[src/rtl/uart_pkg.sv]
// Shared types and constants for the parametrised UART receiver with hex display.
package uart_pkg;

  typedef enum logic [2:0] {
    StIdle,
    StStart,
    StData,
    StPar,
    StStop,
    StBreak
  } rx_state_e;

  localparam int unsigned PAR_NONE = 0;
  localparam int unsigned PAR_EVEN = 1;
  localparam int unsigned PAR_ODD  = 2;

  localparam logic [6:0] SEG_BLANK = 7'h7F;

endpackage

[src/rtl/uart_rx_hex_display_hex_to_seg7.sv]
// Hex nibble to seven-segment decoder; active-low outputs ordered {g,f,e,d,c,b,a}.
module hex_to_seg7 (
  input  logic [3:0] nibble_i,
  output logic [6:0] seg_o
);

  always_comb begin
    seg_o = 7'h7F;
    unique case (nibble_i)
      4'h0: seg_o = 7'h40;
      4'h1: seg_o = 7'h79;
      4'h2: seg_o = 7'h24;
      4'h3: seg_o = 7'h30;
      4'h4: seg_o = 7'h19;
      4'h5: seg_o = 7'h12;
      4'h6: seg_o = 7'h02;
      4'h7: seg_o = 7'h78;
      4'h8: seg_o = 7'h00;
      4'h9: seg_o = 7'h10;
      4'hA: seg_o = 7'h08;
      4'hB: seg_o = 7'h03;
      4'hC: seg_o = 7'h46;
      4'hD: seg_o = 7'h21;
      4'hE: seg_o = 7'h06;
      4'hF: seg_o = 7'h0E;
      default: seg_o = 7'h7F;
    endcase
  end

endmodule

[src/rtl/uart_rx_hex_display.sv]
// UART receiver with configurable width/parity; last good word shown on hex digits.
module uart_rx_hex_display
  import uart_pkg::*;
#(
  parameter int unsigned CLKS_PER_BIT = 434,
  parameter int unsigned DATA_BITS    = 8,
  parameter int unsigned PARITY       = PAR_NONE,
  localparam int unsigned NUM_DIGITS  = (DATA_BITS + 3) / 4
) (
  input  logic                    clk,
  input  logic                    rst,
  input  logic                    rx_serial,
  output logic                    rx_dv,
  output logic [DATA_BITS-1:0]    rx_byte,
  output logic                    parity_err,
  output logic                    frame_err,
  output logic [NUM_DIGITS*7-1:0] ssg
);

  localparam int unsigned CntW = $clog2(CLKS_PER_BIT);
  localparam int unsigned IdxW = $clog2(DATA_BITS);
  localparam logic [CntW-1:0] CntMax  = CntW'(CLKS_PER_BIT - 1);
  localparam logic [CntW-1:0] CntHalf = CntW'((CLKS_PER_BIT - 1) / 2);
  localparam logic [IdxW-1:0] IdxLast = IdxW'(DATA_BITS - 1);

  logic rx_meta_q, rx_s_q;

  rx_state_e state_q, state_d;
  logic [CntW-1:0]      cnt_q, cnt_d;
  logic [IdxW-1:0]      idx_q, idx_d;
  logic [DATA_BITS-1:0] data_q, data_d;
  logic                 par_bit_q, par_bit_d;
  logic [DATA_BITS-1:0] rx_byte_q, rx_byte_d;
  logic [DATA_BITS-1:0] disp_q, disp_d;
  logic                 disp_valid_q, disp_valid_d;
  logic                 rx_dv_q, rx_dv_d;
  logic                 parity_err_q, parity_err_d;
  logic                 frame_err_q, frame_err_d;
  logic                 parity_ok;
  logic                 xor_all;

  always_ff @(posedge clk) begin
    if (rst) begin
      rx_meta_q <= 1'b1;
      rx_s_q    <= 1'b1;
    end else begin
      rx_meta_q <= rx_serial;
      rx_s_q    <= rx_meta_q;
    end
  end

  assign xor_all = ^{data_q, par_bit_q};

  always_comb begin
    if (PARITY == PAR_EVEN) begin
      parity_ok = ~xor_all;
    end else if (PARITY == PAR_ODD) begin
      parity_ok = xor_all;
    end else begin
      parity_ok = 1'b1;
    end
  end

  always_comb begin
    state_d      = state_q;
    cnt_d        = cnt_q;
    idx_d        = idx_q;
    data_d       = data_q;
    par_bit_d    = par_bit_q;
    rx_byte_d    = rx_byte_q;
    disp_d       = disp_q;
    disp_valid_d = disp_valid_q;
    rx_dv_d      = 1'b0;
    parity_err_d = 1'b0;
    frame_err_d  = 1'b0;

    unique case (state_q)
      StIdle: begin
        if (!rx_s_q) begin
          state_d = StStart;
          cnt_d   = '0;
        end
      end
      StStart: begin
        if (cnt_q == CntHalf) begin
          cnt_d = '0;
          idx_d = '0;
          // A start bit that is high again at mid-bit was only a glitch.
          state_d = rx_s_q ? StIdle : StData;
        end else begin
          cnt_d = cnt_q + CntW'(1);
        end
      end
      StData: begin
        if (cnt_q == CntMax) begin
          cnt_d          = '0;
          data_d[idx_q]  = rx_s_q;
          if (idx_q == IdxLast) begin
            state_d = (PARITY != PAR_NONE) ? StPar : StStop;
          end else begin
            idx_d = idx_q + IdxW'(1);
          end
        end else begin
          cnt_d = cnt_q + CntW'(1);
        end
      end
      StPar: begin
        if (cnt_q == CntMax) begin
          cnt_d     = '0;
          par_bit_d = rx_s_q;
          state_d   = StStop;
        end else begin
          cnt_d = cnt_q + CntW'(1);
        end
      end
      StStop: begin
        if (cnt_q == CntMax) begin
          cnt_d     = '0;
          idx_d     = '0;
          rx_byte_d = data_q;
          if (rx_s_q) begin
            state_d = StIdle;
            if (parity_ok) begin
              rx_dv_d      = 1'b1;
              disp_d       = data_q;
              disp_valid_d = 1'b1;
            end else begin
              parity_err_d = 1'b1;
            end
          end else begin
            // Stay in StBreak until the line idles so a held-low line flags once.
            state_d      = StBreak;
            frame_err_d  = 1'b1;
            parity_err_d = ~parity_ok;
          end
        end else begin
          cnt_d = cnt_q + CntW'(1);
        end
      end
      StBreak: begin
        if (rx_s_q) begin
          state_d = StIdle;
        end
      end
      default: state_d = StIdle;
    endcase
  end

  always_ff @(posedge clk) begin
    if (rst) begin
      state_q      <= StIdle;
      cnt_q        <= '0;
      idx_q        <= '0;
      data_q       <= '0;
      par_bit_q    <= 1'b0;
      rx_byte_q    <= '0;
      disp_q       <= '0;
      disp_valid_q <= 1'b0;
      rx_dv_q      <= 1'b0;
      parity_err_q <= 1'b0;
      frame_err_q  <= 1'b0;
    end else begin
      state_q      <= state_d;
      cnt_q        <= cnt_d;
      idx_q        <= idx_d;
      data_q       <= data_d;
      par_bit_q    <= par_bit_d;
      rx_byte_q    <= rx_byte_d;
      disp_q       <= disp_d;
      disp_valid_q <= disp_valid_d;
      rx_dv_q      <= rx_dv_d;
      parity_err_q <= parity_err_d;
      frame_err_q  <= frame_err_d;
    end
  end

  assign rx_dv      = rx_dv_q;
  assign rx_byte    = rx_byte_q;
  assign parity_err = parity_err_q;
  assign frame_err  = frame_err_q;

  logic [NUM_DIGITS*4-1:0] disp_ext;
  assign disp_ext = (NUM_DIGITS * 4)'(disp_q);

  for (genvar k = 0; k < NUM_DIGITS; k++) begin : g_digit
    logic [6:0] seg;
    hex_to_seg7 u_dec (
      .nibble_i (disp_ext[4*k +: 4]),
      .seg_o    (seg)
    );
    assign ssg[7*k +: 7] = disp_valid_q ? seg : SEG_BLANK;
  end

endmodule

[config.mk]
export PLATFORM = sky130hd
export DESIGN_NAME = uart_rx_hex_display
export DESIGN_NICKNAME = d
export VERILOG_FILES = /design/src/rtl/uart_pkg.sv /design/src/rtl/uart_rx_hex_display_hex_to_seg7.sv /design/src/rtl/uart_rx_hex_display.sv
export SDC_FILE = /design/constraint.sdc
export NUM_CORES = 1
export LEC_CHECK = 0
export ABC_CLOCK_PERIOD_IN_PS = 5300
export BUFFER_PORTS_ARGS = -buffer_cell sky130_fd_sc_hd__buf_2
export CORE_MARGIN = 3
export CORE_UTILIZATION = 60
export DETAILED_ROUTE_END_ITERATION = 8
export PLACE_DENSITY = 0.81
export REMOVE_ABC_BUFFERS = 1
export SLEW_MARGIN = 20
export SYNTH_ARGS = -nofsm -noshare
export SYNTH_HDL_FRONTEND = slang
export SYNTH_HIERARCHICAL = 1
export SYNTH_SLANG_ARGS = --single-unit
[constraint.sdc]
create_clock -name clk -period 5.3 [get_ports clk]
set_clock_uncertainty 0.15 [all_clocks]
set_input_delay 1.325 -clock clk [delete_from_list [all_inputs] [get_ports clk]]
set_output_delay 1.325 -clock clk [all_outputs]
set_load 0.1 [all_outputs]
==> metrics.md <==
| Metric | Value |
|---|---|
| Least-Margin Pin Slew | `0.694 ns` |
| RSZ-0062 raised after global routing | `false` |
| Cts hold-fix bufs | `0` |
| Post-synth top cells | `44 x dfxtp_1, 32 x mux2i_1, 31 x nor2_1, 22 x nand2_1, 19 x ha_1` |
| Max Slew Vio Count | `0` |
| Final setup fails | `0` |
| CTS tree | `done` |
| Met1 global-route usage | `26.1%` |
| Bufs and invs on worst path | `2` |
| Fraction of layout cells with a size suffix above 1 | `17.8%` |
| Number of synthesized register bits | `44` |
| Critical R2R Launch | `cnt_q[1]` |
| RePlAce Congestion | `0.834` |
| Pleak | `1.25 nW` |
| Outcome | `complete, no violations` |
| Nets@finish | `335` |
| Clock sinks | `44` |
| Top-count cell post-synth | `dfxtp_1` |
| CP Launch Type | `flip-flop` |
| CTS buffer count | `5` |
| Register area | `881 sq um` |
| Hold-critical path endpoint | `rx_s_q` |
| TritonRoute pass-1 iters | `4` |
| DRC errors left | `0` |
| Clock Latency Late Sink | `0.30 ns` |
| Peak VDD IR | `0.180 mV` |
| DP Worst Slack | `1.92 ns` |
| Reg clk slew, reported paths | `0.08 ns` |
| Number of top-level pins | `28` |
| Cells after Synth | `302` |
| Drt wl/cell | `13.9 um` |
| Seq/Total Area, Yosys | `31.1%` |
| Hold Violations, Final | `0` |
| Top_reg_cell synth | `dfxtp_1` |
| Area of the multi-input gates | `1760 sq um` |
| Post-route setup slack | `1.61 ns` |
| Fmax | `0.271 GHz` |
| # diodes | `0` |
| Power density over the cells | `226 nW/um^2` |
| Ys async rst share | `0%` |
| Post-synthesis cell area | `2830 sq um` |
| Die Footprint | `5580 sq um` |
| Layout Area Growth over Synthesis | `5.04%` |
| Max Cap Violations | `0` |
| CTS resizes | `0` |
| DP HPWL | `3640 um` |
| Clock root buffer | `clkbuf_8` |
| Tightest Hold Check Type | `flip-flop to flip-flop` |
| Setup TNS | `0 ns` |
| Cell count of the worst reg-to-reg path | `6` |
| Syn avg cell area | `9.38 sq um` |
| Die W | `74.7 um` |
| Worst Min Path Start | `rx_meta_q` |
| Synth unique cells | `62` |
| Fin crit period | `3.69 ns` |
| Hold Path Cell Cnt | `1` |
| Global-route wire length before repair | `8590 um` |
| Yosys top cell area share | `31.1%` |
| Critical path class | `flip-flop to output port` |
| WP data required | `3.83 ns` |
| Starting Density | `63.7%` |
| DRT iter0 DRCs | `57` |
| GR Layer Usage met3 | `3.74%` |
| Initial antenna violation count | `0` |
| Worst Setup End Kind | `output port` |
| Rows | `24` |
| Antenna-violating nets left | `0` |
| Crit Reg-Reg Endpoint | `idx_q[0]` |
| CTS Buffer Depth | `2` |
| CP arrival | `2.21 ns` |
| Gr ovfl total | `0` |
| R2R setup slack | `2.91 ns` |
| Leading area contributor after synthesis | `dfxtp_1` |
| Routing usage on met2 | `32.1%` |
| Largest net degree at the start of global routing | `39` |
| H-tree levels | `2` |
| Final Routed Wirelength | `5080 um` |
| Vias | `2120` |
| Largest stage delay on the critical path | `0.43 ns` |
| Critical-path top delay cell | `buf_2` |
| Crit path cell chain | `inv_1 > ha_1 > and2b_2 > or3b_1 > o21ai_0 > nand2b_1 > buf_2` |
| Slew Limit Headroom | `53.6%` |
| Total GRT Usage | `19.8%` |
| Crit Path Max Fanout | `6` |
| # port buffers | `26` |
| Post-synth EDFFs | `0` |
| CP top delay family | `simple AND/OR/NAND/NOR gates` |
| Synth Warn # | `6` |
| Global route hottest layer | `met2` |
| Post CTS Setup Buffer Count | `0` |
| Fillers | `379` |
| Vias/cell | `5.79` |
| Vias in the first global route | `1856` |
| Largest cells by area after synthesis | `dfxtp_1 31%, mux2i_1 11%, ha_1 8.4%, nor2_1 4.1%, nand2b_1 3.1%` |
| Period utilisation layout | `69.5%` |
| Die height | `74.7 um` |
| Core Area | `4440 sq um` |
| Pwr Total | `0.671 mW` |
## metal layers
| metal | wire, um | up-vias |
|---|---|---|
| li1 | - | 1094 |
| met3 | 162 | 9 |
| met4 | 90 | 0 |
| met1 | 2460 | 980 |
| met2 | 2370 | 37 |
| met5 | 0 | - |
## logic make-up (layout without fill, tap and decap cells)
logic type	after synthesis	after routing	share of synthesized area (%)
buffers and inverters	34	46	6.63
flip-flops	44	44	31.1
XOR/XNOR	2	2	0.618
AO/OA/AOI/OAI	44	44	13.7
other	1	1	0.132
AND/OR/NAND/NOR	119	119	24.2
multiplexers	39	39	15.2
adder cells (fa/ha/maj)	19	19	8.39
## per-stage QoR
step | instance area [sq um] | hold WS, ns | std cells | utilization [%]
after floorplan | 2690 | 0.239 | 280 | -
after global placement | 2890 | 0.241 | 358 | 64.9
after detailed placement | 2890 | 0.244 | 358 | 64.9
after CTS | 2980 | 0.262 | 366 | 66.9
after global routing | 2980 | 0.267 | 366 | 66.9
final | 2980 | 0.261 | 366 | 66.9
## registers in the layout, indices dropped and copies added, names as in the netlist
name / cells
data_q: 8
rx_dv: 1
rx_byte: 8
rx_s_q: 1
rx_meta_q: 1
disp_valid_q: 1
idx_q: 3
disp_ext: 8
frame_err: 1
cnt_q: 9
state_q: 3
## power by group
group	total, mW	switching (mW)	leakage, nW	internal [mW]
logic	0.101	0.0627	0.850	0.0384
registers	0.356	0.0187	0.355	0.337
clock network	0.214	0.107	0.0455	0.106
## cell usage in the layout, fill, tap and decap left out, types with 3 or more instances in the layout
master    count
buf_2        26
o211ai_1      5
clkbuf_8      6
or3b_1        3
nand3_1       7
nand4_1       3
nand2_1      22
mux2_2        5
dfxtp_1      44
a22o_1        4
inv_1        12
ha_1         19
a31oi_1       3
nor2_1       31
nor4b_1       3
nor2b_1       7
nand2b_1     14
nor3_1        3
a21oi_1       6
mux2i_1      32
o21ai_0       5
## worst max path at each step
stage                      from  slack [ns]  cells after the start     end
finish              disp_ext[5]        1.61                      7  ssg[7]
global route        disp_ext[5]        1.50                      7  ssg[7]
CTS                 disp_ext[5]        1.59                      7  ssg[7]
detailed placement  disp_ext[5]        1.92                      7  ssg[7]
global placement    disp_ext[5]        1.99                      7  ssg[7]
floorplan           disp_ext[1]        1.78                      6  ssg[0]
## final cells by class
cell class | instances | share of cell area, %
multi-input combinational | 224 | 59.3
clock buffer | 8 | 3.03
sequential | 44 | 29.6
tap | 52 | 2.19
inverter | 12 | 1.51
timing repair buffer | 26 | 4.37
No activity file was read; power rests on OpenSTA's default activity.
